==> src/rtl/add9_slice_sched.sv <==
// Two-requester, round-robin scheduled W-bit adder built on one shared SLICE_W-bit ripple slice.
// One slice per clock; the inter-slice carry is registered between passes.
module add9_slice_sched #(
  parameter int SLICE_W = 3,
  parameter int NSLICE  = 3,
  localparam int W      = SLICE_W * NSLICE
) (
  input  logic         clk,
  input  logic         rst_n,
  input  logic         req0_valid,
  output logic         req0_ready,
  input  logic [W-1:0] req0_a,
  input  logic [W-1:0] req0_b,
  input  logic         req0_cin,
  input  logic         req1_valid,
  output logic         req1_ready,
  input  logic [W-1:0] req1_a,
  input  logic [W-1:0] req1_b,
  input  logic         req1_cin,
  output logic         res_valid,
  input  logic         res_ready,
  output logic [W-1:0] res_sum,
  output logic         res_cout,
  output logic         res_id,
  output logic         busy
);

  localparam int KW = (NSLICE > 1) ? $clog2(NSLICE) : 1;
  localparam logic [KW-1:0] K_ZERO = KW'(0);
  localparam logic [KW-1:0] K_ONE  = KW'(1);
  localparam logic [KW-1:0] K_LAST = KW'(NSLICE - 1);

  typedef enum logic [1:0] {
    IDLE = 2'd0,
    ADD  = 2'd1,
    DONE = 2'd2
  } state_t;

  state_t            state_r;
  logic [KW-1:0]     k_r;
  logic [W-1:0]      a_r;
  logic [W-1:0]      b_r;
  logic [W-1:0]      sum_r;
  logic              carry_r;
  logic              id_r;
  logic              last_grant_r;
  logic              res_valid_r;
  logic [W-1:0]      res_sum_r;
  logic              res_cout_r;
  logic              res_id_r;
  logic              busy_r;

  logic              grant_valid_s;
  logic              grant_id_s;
  logic [SLICE_W:0]  slice_s;
  logic [W-1:0]      sum_next_s;

  function automatic logic [SLICE_W:0] slice_add(
    input logic [SLICE_W-1:0] a,
    input logic [SLICE_W-1:0] b,
    input logic               cin
  );
    slice_add = {1'b0, a} + {1'b0, b} + {{SLICE_W{1'b0}}, cin};
  endfunction

  // Round-robin grant: a tie goes to the requester not granted last time.
  always_comb begin
    grant_valid_s = 1'b0;
    grant_id_s    = 1'b0;
    if (req0_valid && req1_valid) begin
      grant_valid_s = 1'b1;
      grant_id_s    = ~last_grant_r;
    end else if (req0_valid) begin
      grant_valid_s = 1'b1;
      grant_id_s    = 1'b0;
    end else if (req1_valid) begin
      grant_valid_s = 1'b1;
      grant_id_s    = 1'b1;
    end else begin
      grant_valid_s = 1'b0;
      grant_id_s    = 1'b0;
    end
  end

  assign req0_ready = (state_r == IDLE) && grant_valid_s && !grant_id_s;
  assign req1_ready = (state_r == IDLE) && grant_valid_s &&  grant_id_s;

  assign slice_s = slice_add(a_r[int'(k_r) * SLICE_W +: SLICE_W],
                             b_r[int'(k_r) * SLICE_W +: SLICE_W],
                             carry_r);

  // Merge the current slice result into the partial sum.
  always_comb begin
    sum_next_s = sum_r;
    sum_next_s[int'(k_r) * SLICE_W +: SLICE_W] = slice_s[SLICE_W-1:0];
  end

  // Sequencer: accept, run NSLICE slice passes, then hold the result until taken.
  always_ff @(posedge clk or negedge rst_n) begin
    if (!rst_n) begin
      state_r      <= IDLE;
      k_r          <= K_ZERO;
      a_r          <= {W{1'b0}};
      b_r          <= {W{1'b0}};
      sum_r        <= {W{1'b0}};
      carry_r      <= 1'b0;
      id_r         <= 1'b0;
      last_grant_r <= 1'b1;
      res_valid_r  <= 1'b0;
      res_sum_r    <= {W{1'b0}};
      res_cout_r   <= 1'b0;
      res_id_r     <= 1'b0;
      busy_r       <= 1'b0;
    end else begin
      case (state_r)
        IDLE: begin
          if (grant_valid_s) begin
            a_r          <= grant_id_s ? req1_a   : req0_a;
            b_r          <= grant_id_s ? req1_b   : req0_b;
            carry_r      <= grant_id_s ? req1_cin : req0_cin;
            id_r         <= grant_id_s;
            last_grant_r <= grant_id_s;
            k_r          <= K_ZERO;
            busy_r       <= 1'b1;
            state_r      <= ADD;
          end
        end
        ADD: begin
          sum_r   <= sum_next_s;
          carry_r <= slice_s[SLICE_W];
          if (k_r == K_LAST) begin
            k_r         <= K_ZERO;
            res_sum_r   <= sum_next_s;
            res_cout_r  <= slice_s[SLICE_W];
            res_id_r    <= id_r;
            res_valid_r <= 1'b1;
            state_r     <= DONE;
          end else begin
            k_r <= k_r + K_ONE;
          end
        end
        DONE: begin
          if (res_ready) begin
            res_valid_r <= 1'b0;
            busy_r      <= 1'b0;
            state_r     <= IDLE;
          end
        end
        default: begin
          res_valid_r <= 1'b0;
          busy_r      <= 1'b0;
          state_r     <= IDLE;
        end
      endcase
    end
  end

  assign res_valid = res_valid_r;
  assign res_sum   = res_sum_r;
  assign res_cout  = res_cout_r;
  assign res_id    = res_id_r;
  assign busy      = busy_r;

endmodule

==> config.mk <==
export PLATFORM = sky130hd
export DESIGN_NAME = add9_slice_sched
export DESIGN_NICKNAME = d
export VERILOG_FILES = /design/src/rtl/add9_slice_sched.sv
export SDC_FILE = /design/constraint.sdc
export NUM_CORES = 1
export LEC_CHECK = 0
export BUFFER_PORTS_ARGS = -buffer_cell sky130_fd_sc_hd__buf_4
export CAP_MARGIN = 15
export CORE_MARGIN = 10
export CORE_UTILIZATION = 57
export CTS_CLUSTER_DIAMETER = 30
export DETAILED_ROUTE_END_ITERATION = 10
export HOLD_SLACK_MARGIN = 0.05
export PLACE_DENSITY = 0.84
export SETUP_SLACK_MARGIN = 0.05
export SLEW_MARGIN = 5
export SYNTH_ARGS = -nofsm -noshare
export SYNTH_HDL_FRONTEND = slang
export SYNTH_SLANG_ARGS = --single-unit
==> constraint.sdc <==
create_clock -name clk -period 7.4 [get_ports clk]
set_input_delay 0.74 -clock clk [delete_from_list [all_inputs] [get_ports clk]]
set_output_delay 0.74 -clock clk [all_outputs]
set_load 0.1 [all_outputs]
==> results.txt, run 1 <==
post-synth top area cell - dfrtp_1
DR vias/cell - 5.70
CTS Hold Buffers Added - 0
Worst-Margin Slew - 0.930 ns
vias - 1926
drc violations - 0
Die Wd - 85.2 microns
I/O pin total - 58
final net count - 339
Area Growth Syn to Fin - 20.7%
Min Hold Slack - 0.433 ns
CTS root buffer - clkbuf_8
GR Util All Layers - 15.0%
CP Max Fanout - 24
initial drt markers - 197
total chip power - 1.39 mW
number of global-route vias before repair - 1859
largest net degree at the start of global routing - 48
r2r setup slk - 4.73 ns
initial antenna violation count - 0
ranking of synthesized cells by area - dfrtp_1 (48%), a221o_1 (7.4%), nor3_1 (3.7%)
clock tree sinks - 47
setup TNS - 0 ns
post-synthesis sequential area ratio - 48.6%
Yosys top cell area share - 47.5%
clock skew - 0.00409 ns
Fin. Hold Viols - 0
die area - 7260 sq um
unrepaired setup endpoints after global routing - false
max cap viols - 0
Worst setup SP type - register
# setup viols final - 0
H-tree levels - 2
Clock Latency Late Sink - 0.30 ns
first-pass iteration count of the detailed router - 4
Rows - 23
final worst-path cycle share - 43.8%
synth warn - 0
fraction of layout cells with a size suffix above 1 - 23.6%
DP HPWL - 4080 microns
Slew headroom - 37.2%
Slew Viols, Final - 0
Antenna Nets Post-Route - 0
wire length of the first global-routing pass - 9110 microns
Pwr Density - 475 nW/um^2
CP Capture Type - primary output
post-CTS setup buffers - 0
clock tree buffer depth - 2
status - completed
IO Port Bufs - 57
cts repair resizes - 0
CTS clk-pin slew, worst paths - 0.08 ns
P_leak - 1.45 nW
flops & latches, synth - 47
CTS buffer count - 5
Avg Cell Area, Syn - 10.2 sq um
Netlist cell types - 31
WL/cell - 15.9 microns
net count after synthesis - 290
required time worst endpoint - 6.66 ns
Initial Util - 59.7%
CTS tree - built
post-synthesis cell count - 238
core area - 4060 sq um
routability cong. - 0.845
HP Class - primary input to async pin
diode count - 0
die height - 85.2 microns
Peak Freq - 309 MHz
Post-Syn Area - 2420 sq um
Setup CP Type - register to primary output
Layout fillers - 316
final WL - 5390 microns
Final min period - 3.24 ns
Overflow after GRT - 0
Arr. time, crit path - 2.50 ns
VDD IR max - 295 uV
[Yosys cell counts, drive strengths merged]
cell,count
mux2,1
nand2,22
o21ai,18
a21bo,1
clkbuf,10
nor4bb,2
a221o,18
mux2i,7
nor3,18
a21oi,13
nor2b,12
and2,1
o221ai,1
dfstp,1
nand3b,1
nor3b,1
xnor2,1
and4b,1
nor2,6
or2,2
buf,5
a32o,3
o211ai,3
nand2b,2
ha,7
inv,22
a22o,6
a21o,5
fa,2
dfrtp,46
[stage by stage]
stage,cells,setup WS (ns),util [%],instance area (sq um)
4_1_cts,338,4.16,72.0,2920
3_5_place_dp,330,4.51,69.6,2820
6_report,338,4.16,72.0,2920
3_3_place_gp,330,4.56,69.6,2820
2_1_floorplan,238,4.20,-,2420
5_1_grt,338,4.00,72.0,2920
[cells in the final DEF (no fill, tap or decap), drive strengths merged]
cell    Yosys  routed
nor2b      12      12
clkbuf     10       8
nor3b       1       1
o211ai      3       3
a22o        6       6
and2        1       1
a32o        3       3
dfrtp      46      46
mux2        1       1
fa          2       2
nor4bb      2       2
ha          7       7
nand3b      1       1
or2         2       2
and4b       1       1
a21bo       1       1
xnor2       1       1
nand2b      2       2
inv        22      22
a221o      18      18
a21oi      13      13
nor3       18      18
o221ai      1       1
o21ai      18      18
nor2        6       6
a21o        5       5
dfstp       1       1
mux2i       7       7
buf         5      57
nand2      22      22
[cells by family after synthesis]
family                   after synthesis  synth area share [%]
multiplexers                           8                  3.36
buffers and inverters                 37                  7.13
flip-flops                            47                  48.6
AND/OR/NAND/NOR                       68                  14.8
AO/OA/AOI/OAI                         68                  20.5
XOR/XNOR                               1                 0.362
adder cells (fa/ha/maj)                9                  5.27
[path summary, 6_finish.rpt]
| path | from | endpoint | cells after the start |
|---|---|---|---|
| min in group clk | id_r | id_r | 1 |
| worst min-delay path | rst_n | res_sum[3] | 1 |
| worst max-delay path | state_r[0] | req0_ready | 3 |
| worst max register to register | k_r[1] | sum_r[8] | 9 |
| max in group asynchronous | rst_n | a_r[8] | 1 |
| worst min register to register | id_r | id_r | 1 |
[registers in the layout (all words and copies together) (netlist names)]
name	cells
carry_r	1
id_r	1
busy	1
res_cout	1
res_id	1
state_r	2
b_r	9
last_grant_r	1
res_valid	1
k_r	2
sum_r	9
a_r	9
res_sum	9
[layer usage]
layer	vias up	global-route usage (%)	share of wire, %
met5	-	0	0
met4	0	3.59	0.98
met3	7	5.54	7.8
met2	63	23.2	48
met1	911	19.3	44
li1	945	-	-
[worst max-delay path, cell delays in order, from the launching register on]
cell,delay [ns]
dfrtp_1,0.45
or2_1,0.56
nor3b_4,0.77
buf_4,0.42
[where the power goes]
part	switching [mW]	internal, mW	total, mW	leakage (nW)
registers	0.0842	0.367	0.452	0.602
clock network	0.0809	0.0853	0.166	0.0515
logic	0.506	0.264	0.771	0.793
[layout make-up]
cell class                      count  area (sq um)  share of cell area, %
Clock buffer                        8           100                   3.42
Inverter                           22          82.6                   2.83
Multi-Input combinational cell    154          1070                   36.7
Sequential cell                    47          1180                   40.3
Tap cell                           50          62.6                   2.14
Timing Repair Buffer               57           428                   14.6
Power figures use the tool's default switching activity.
==> inputs of run 2 (changes only) <==
--- a/config.mk
+++ b/config.mk
@@ -5,14 +5,15 @@
 export SDC_FILE = /design/constraint.sdc
 export NUM_CORES = 1
 export LEC_CHECK = 0
+export ABC_AREA = 1
 export BUFFER_PORTS_ARGS = -buffer_cell sky130_fd_sc_hd__buf_4
 export CAP_MARGIN = 15
 export CORE_MARGIN = 10
-export CORE_UTILIZATION = 57
+export CORE_UTILIZATION = 48
 export CTS_CLUSTER_DIAMETER = 30
 export DETAILED_ROUTE_END_ITERATION = 10
 export HOLD_SLACK_MARGIN = 0.05
-export PLACE_DENSITY = 0.84
+export PLACE_DENSITY = 0.75
 export SETUP_SLACK_MARGIN = 0.05
 export SLEW_MARGIN = 5
 export SYNTH_ARGS = -nofsm -noshare
==> constraint.sdc (replaced) <==
create_clock -name clk -period 2.9 [get_ports clk]
set_input_delay 0.29 -clock clk [delete_from_list [all_inputs] [get_ports clk]]
set_output_delay 0.29 -clock clk [all_outputs]
set_load 0.1 [all_outputs]
==> run 2 against run 1 <==
Net effect: design area is 2.4% higher; synthesized cell count is 31% higher; hold slack worse by 0.26 ns; clock-buffer cell count stayed put; clock power is 130% higher; clock skew is 0.00066 ns higher; setup slack worse by 3.8 ns; global-route usage is 1.7 points lower; total power grew to 2.6 times the previous value; first-iteration DRC count is 43% lower; non-clock buffer count is 1 higher; critical path type is now register to register; critical endpoint is now res_sum[7].
==> results.txt, run 2 <==
status - completed (unchanged)
first-pass iteration count of the detailed router - 4 (unchanged)
Final min period - 2.59 ns
Fin. Hold Viols - 0 (unchanged)
fin area - 2990 sq um (was 2920 sq um)
Worst-Margin Slew - 0.754 ns (was 0.930 ns)
final net count - 420 (was 339)
net count after synthesis - 364 (was 290)
die area - 8380 sq um (was 7260 sq um)
Avg Cell Area, Syn - 7.87 sq um (was 10.2 sq um)
Worst path max stage delay - 0.52 ns (was 0.77 ns)
commonest cells after routing, fill and taps aside - nand2_1 (114), buf_4 (57), dfrtp_1 (46) (was buf_4 (57), dfrtp_1 (46), nand2_1 (22), inv_1 (22))
Area Growth Syn to Fin - 21.9% (was 20.7%)
GR Util All Layers - 13.2% (was 15.0%)
required time worst endpoint - 3.14 ns (was 6.66 ns)
unrepaired setup endpoints after global routing - false (unchanged)
post-synthesis sequential area ratio - 48.0% (was 48.6%)
Antenna Nets Post-Route - 0 (unchanged)
ranking of synthesized cells by area - dfrtp_1 (47%), nand2_1 (17%), nand3_1 (6.1%) (was dfrtp_1 (48%), a221o_1 (7.4%), nor3_1 (3.7%))
Multi-input gate area - 1080 sq um (was 1070 sq um)
clock tree buffer depth - 2 (unchanged)
Post-Syn Area - 2450 sq um (was 2420 sq um)
Setup CP Type - register to register (was register to primary output)
commonest non-fill, non-tap cell in the layout - nand2_1 (was buf_4)
Die Wd - 91.5 microns (was 85.2 microns)
vias - 2075 (was 1926)
die height - 91.5 microns (was 85.2 microns)
Arr. time, crit path - 2.83 ns (was 2.50 ns)
worst setup margin - 0.313 ns (was 4.16 ns)
Buf/Inv on CP - 3 (was 1)
Slew Viols, Final - 0 (unchanged)
diode count - 0 (unchanged)
Worst setup SP type - register (unchanged)
pre-CTS setup slack - 0.320 ns (was 4.51 ns)
initial drt markers - 113 (was 197)
CTS root buffer - clkbuf_8 (unchanged)
CTS tree - built (unchanged)
Netlist cell types - 25 (was 31)
Post-synth EDFFs - 0 (unchanged)
clock tree sinks - 47 (unchanged)
register area - 1180 sq um (unchanged)
# setup viols final - 0 (unchanged)
synth warn - 0 (unchanged)
WL/cell - 12.4 microns (was 15.9 microns)
Overflow after GRT - 0 (unchanged)
DP HPWL - 4130 microns (was 4080 microns)
placed insts - 427 (was 330)
I/O pin total - 58 (unchanged)
clock skew - 0.00475 ns (was 0.00409 ns)
ys flop type - dfrtp_1 (unchanged)
Peak Freq - 387 MHz
CTS clk-pin slew, worst paths - 0.08 ns (about the same)
initial antenna violation count - 0 (unchanged)
crit-path leading delay family - adder cells (was simple AND/OR/NAND/NOR gates)
Placed Area - 2900 sq um (was 2820 sq um)
Pwr Density - 1210 nW/um^2 (was 475 nW/um^2)
Rows - 25 (was 23)
final worst-path cycle share - 89.2%
number of global-route vias before repair - 2141 (was 1859)
filler-free cell count of the finished design - 436 (was 338)
Clock Latency Late Sink - 0.29 ns (was 0.30 ns)
max cap viols - 0 (unchanged)
wire length of the first global-routing pass - 9430 microns (was 9110 microns)
post-synthesis cell count - 312 (was 238)
fraction of layout cells with a size suffix above 1 - 20.3% (was 23.6%)
IO Port Bufs - 57 (unchanged)
synth cell count leaders - nand2_1 (114), dfrtp_1 (46), inv_1 (33) (was dfrtp_1 (46), inv_1 (22), nand2_1 (22))
VDD IR max - 518 uV (was 295 uV)
routability cong. - 0.868 (was 0.845)
H-tree levels - 2 (unchanged)
Slew headroom - 49.5% (was 37.2%)
P_leak - 1.60 nW (was 1.45 nW)
HP Class - primary input to register (was primary input to async pin)
core area - 4850 sq um (was 4060 sq um)
Initial Util - 50.6% (was 59.7%)
ys async rst share - 100% (unchanged)
most frequent cell after synthesis - nand2_1 (was dfrtp_1)
total chip power - 3.61 mW (was 1.39 mW)
Layout fillers - 456 (was 316)
final WL - 5410 microns (was 5390 microns)
CP Capture Type - register (was primary output)
setup TNS - 0 ns (unchanged)
CTS buffer count - 5 (unchanged)
flops & latches, synth - 47 (unchanged)
post-synth top area cell - dfrtp_1 (unchanged)
CP Max Fanout - 18 (was 24)
drc violations - 0 (unchanged)
CP max-delay cell - dfrtp_1 (was nor3b_4)
crit-path cells - inv_1, nor2_1, o21ai_0, fa_1, inv_1, fa_1, inv_1, nand2_1, o21ai_0, nand2_1, nand2_1 (was or2_1, nor3b_4, buf_4)
largest net degree at the start of global routing - 48 (unchanged)
Yosys top cell area share - 46.9% (was 47.5%)
DR vias/cell - 4.76 (was 5.70)
run 2: worst paths after layout:
kind / end / slack [ns] / start / depth (start not counted)
min in group asynchronous: res_cout / 0.53 / rst_n / 2
max reg2reg: res_sum[7] / 0.31 / k_r[0] / 11
max: res_sum[7] / 0.31 / k_r[0] / 11
min: state_r[1] / 0.17 / res_ready / 2
min reg2reg: res_sum[3] / 0.48 / res_sum[3] / 2
max in group asynchronous: sum_r[2] / 1.98 / rst_n / 2
run 2: layer usage:
| layer | track usage, % | routed length, microns | vias up | part of all wire (%) |
|---|---|---|---|---|
| li1 | - | - | 1087 | - |
| met4 | 4.57 | 82 | 0 | 1.5 |
| met3 | 5.60 | 399 | 8 | 7.4 |
| met1 | 15.8 | 2510 | 928 | 46 |
| met5 | 0 | 0 | - | 0 |
| met2 | 20.9 | 2420 | 52 | 45 |
run 2: cell type report:
class                      instances  area share (%)
clock buffer                       8            2.68
inverter                          34            4.27
timing repair buffer              58            14.6
tap                               67            2.80
sequential                        47            39.4
multi-input combinational        222            36.3
run 2: cell families after synthesis:
logic type / share of synthesized area, %
AO/OA/AOI/OAI: 8.31
AND/OR/NAND/NOR: 30.7
flip-flops: 48.0
adder cells (fa/ha/maj): 5.20
buffers and inverters: 7.85
run 2: metrics by stage:
step / hold WS [ns] / util (%)
after floorplan: -0.00559 / -
after global placement: 0.328 / 59.8
after detailed placement: 0.332 / 59.8
after CTS: 0.167 / 61.7
after global routing: 0.170 / 61.7
final: 0.174 / 61.7
run 2: repair_timing:
action	CTS	global route
hold buffers	1	0
gates resized for setup	0	0
endpoints found under the hold margin	46	0
buffers inserted	0	0
run 2: worst register-to-register path: cells and delay by family (launching register included):
family	cells	cell delay (ns)
compound gates	2	0.35
simple gates	4	0.35
fa+ha+maj	2	0.84
buf+inv	3	0.49
flops	1	0.52
run 2: report_power, final:
group / total, mW / internal [mW] / leakage, nW / switching (mW)
Clock: 0.376 / 0.172 / 0.0395 / 0.204
Combinational: 2.11 / 0.613 / 0.962 / 1.49
Sequential: 1.12 / 0.947 / 0.597 / 0.175
Total: 3.61 / 1.73 / 1.60 / 1.87
==> inputs of run 3 (changes only) <==
--- a/config.mk
+++ b/config.mk
@@ -6,12 +6,13 @@
 export NUM_CORES = 1
 export LEC_CHECK = 0
 export ABC_AREA = 1
-export BUFFER_PORTS_ARGS = -buffer_cell sky130_fd_sc_hd__buf_4
 export CAP_MARGIN = 15
+export CORE_ASPECT_RATIO = 1.1
 export CORE_MARGIN = 10
-export CORE_UTILIZATION = 48
+export CORE_UTILIZATION = 57
 export CTS_CLUSTER_DIAMETER = 30
 export DETAILED_ROUTE_END_ITERATION = 10
+export DONT_BUFFER_PORTS = 1
 export HOLD_SLACK_MARGIN = 0.05
 export PLACE_DENSITY = 0.75
 export SETUP_SLACK_MARGIN = 0.05
==> run 3 against run 2 <==
Net effect: cell count shrank 15%; critical path depth down 1; core utilization up 4.4 points; largest cell class unchanged; first-iteration DRC count is 14% higher; critical endpoint is now sum_r[7]; sequential power rose by 47%; setup slack got worse by 0.026 ns; highest routed layer unchanged; largest power group is now registers.
==> results.txt, run 3 (synthesized netlist as in run 2, its figures left out) <==
status - completed (unchanged)
first-pass iteration count of the detailed router - 4 (unchanged)
crit-path leading delay family - buffers and inverters (was adder cells)
initial antenna violation count - 0 (unchanged)
DP HPWL - 3840 microns (was 4130 microns)
WL/cell - 14.1 microns (was 12.4 microns)
H-tree levels - 2 (unchanged)
crit-path cells - clkinvlp_4, buf_4, or2_2, a31oi_1, fa_1, inv_1, nand2_1, o21ai_0, nand2_1, nand2_1 (was inv_1, nor2_1, o21ai_0, fa_1, inv_1, fa_1, inv_1, nand2_1, o21ai_0, nand2_1, nand2_1)
vias - 1946 (was 2075)
setup TNS - 0 ns (unchanged)
VDD IR max - 599 uV (was 518 uV)
CTS buffer count - 5 (unchanged)
cell mode on critical path - nand2_1
r2r setup slk - 0.29 ns (was 0.31 ns)
final net count - 370 (was 420)
Worst setup SP type - register (unchanged)
number of global-route vias before repair - 2077 (was 2141)
Layout fillers - 352 (was 456)
worst setup margin - 0.286 ns (was 0.313 ns)
Buf/Inv on CP - 3 (unchanged)
Setup CP Type - register to register (unchanged)
commonest cells after routing, fill and taps aside - nand2_1 (114), dfrtp_1 (46), inv_1 (32) (was nand2_1 (114), buf_4 (57), dfrtp_1 (46))
fraction of layout cells with a size suffix above 1 - 8.78% (was 20.3%)
Final min period - 2.61 ns (was 2.59 ns)
CP Max Fanout - 11 (was 18)
DR vias/cell - 5.25 (was 4.76)
Worst path max stage delay - 0.56 ns (was 0.52 ns)
Rows - 24 (was 25)
core area - 4050 sq um (was 4850 sq um)
pre-CTS setup slack - 0.342 ns (was 0.320 ns)
filler-free cell count of the finished design - 371 (was 436)
total chip power - 3.68 mW (was 3.61 mW)
die area - 7330 sq um (was 8380 sq um)
FF-to-FF Start - k_r[0] (unchanged)
clock tree buffer depth - 2 (unchanged)
switching part of the total - 50.8% (was 52.0%)
routability cong. - 0.908 (was 0.868)
end point of the critical path - sum_r[7] (was res_sum[7])
Initial Util - 60.6% (was 50.6%)
Pwr Density - 1370 nW/um^2 (was 1210 nW/um^2)
clock skew - 0.00893 ns (was 0.00475 ns)
largest net degree at the start of global routing - 48 (unchanged)
Clock Latency Late Sink - 0.30 ns (was 0.29 ns)
depth of the worst register-to-register path - 10 (was 11)
Clock power frac - 15.1% (was 10.4%)
Sequential Power Share - 44.9% (was 31.1%)
Area Growth Syn to Fin - 9.12% (was 21.9%)
HP Class - primary input to register (unchanged)
GR Util All Layers - 15.6% (was 13.2%)
Psw - 1.87 mW (about the same)
diode count - 0 (unchanged)
IO Port Bufs - 0 (was 57)
CP Capture Type - register (unchanged)
RR Endpoint - sum_r[7] (was res_sum[7])
max cap viols - 0 (unchanged)
final worst-path cycle share - 90.1% (was 89.2%)
CTS clk-pin slew, worst paths - 0.08 ns (about the same)
drc violations - 0 (unchanged)
unrepaired setup endpoints after global routing - false (unchanged)
wire length of the first global-routing pass - 9090 microns (was 9430 microns)
CTS root buffer - clkbuf_8 (unchanged)
P_leak - 1.38 nW (was 1.60 nW)
commonest non-fill, non-tap cell in the layout - nand2_1 (unchanged)
CTS tree - built (unchanged)
Gate power share - 40.0% (was 58.5%)
clock tree sinks - 47 (unchanged)
Worst-Margin Slew - 0.923 ns (was 0.754 ns)
I/O pin total - 58 (unchanged)
placed insts - 356 (was 427)
CP max-delay cell - dfrtp_1 (unchanged)
# setup viols final - 0 (unchanged)
Slew Viols, Final - 0 (unchanged)
initial drt markers - 129 (was 113)
required time worst endpoint - 3.15 ns (was 3.14 ns)
Overflow after GRT - 0 (unchanged)
Antenna Nets Post-Route - 0 (unchanged)
Die Wd - 82.6 microns (was 91.5 microns)
Slew headroom - 38.5% (was 49.5%)
Arr. time, crit path - 2.86 ns (was 2.83 ns)
Fin. Hold Viols - 0 (unchanged)
final WL - 5220 microns (was 5410 microns)
worst setup path start - k_r[0] (unchanged)
Pint - 1.81 mW (was 1.73 mW)
Peak Freq - 383 MHz (was 387 MHz)
Crit. path cell count - 10 (was 11)
die height - 88.8 microns (was 91.5 microns)
run 3: cell types whose count changed in the layout (fill, tap and decap cells not counted):
cell,change
buf_4,-51
buf_16,+1
clkbuf_1,-2
clkinvlp_4,+1
bufinv_16,+2
nor2_2,-1
inv_1,-1
nor2_4,+1
run 3: layer usage:
layer	GRT usage [%]	part of all wire [%]	vias up
met5	0	0	-
met4	4.87	1.1	0
met3	5.58	7.0	6
met2	24.8	48	68
met1	19.3	44	882
li1	-	-	990
run 3: worst min path at each step:
stage,start,to,depth (start not counted)
2_1_floorplan,rst_n,a_r[0],0
3_3_place_gp,rst_n,res_id,0
3_5_place_dp,rst_n,res_sum[8],0
4_1_cts,res_ready,state_r[1],1
5_1_grt,res_ready,state_r[1],1
6_report,res_ready,state_r[1],1
run 3: area by class of cell:
class | count | area (sq um) | area share, %
repair buffers | 8 | 82.6 | 3.08
clock buffers | 6 | 72.6 | 2.71
inverters | 34 | 131 | 4.90
flip-flops and latches | 47 | 1180 | 44.0
clock inverters | 2 | 60.1 | 2.24
multi-input cells | 222 | 1090 | 40.7
well taps | 52 | 65.1 | 2.43
run 3: what timing repair did:
action,4_1_cts,5_1_grt
setup endpoints to repair,0,1
hold endpoints to repair,47,0
buffers inserted,0,5
resized for setup,0,1
hold buffers,2,0
run 3: power by group through the flow:
| stage | Combinational (mW) | Clock, mW | Sequential (mW) |
|---|---|---|---|
| after floorplan | 1.20 | 0 | 1.59 |
| after global placement | 1.37 | 0 | 1.66 |
| after detailed placement | 1.40 | 0 | 1.66 |
| after CTS | 1.43 | 0.571 | 1.65 |
| after global routing | 1.71 | 0.602 | 1.69 |
| final | 1.47 | 0.557 | 1.65 |
run 3: stage by stage:
step	util (%)	hold WS [ns]	cell area, sq um
after floorplan	-	-0.00559	2450
after detailed placement	60.9	-0.00374	2470
after global placement	60.9	-0.00367	2470
after global routing	66.1	0.0629	2680
after CTS	65.1	0.0711	2640
final	66.1	0.0791	2680
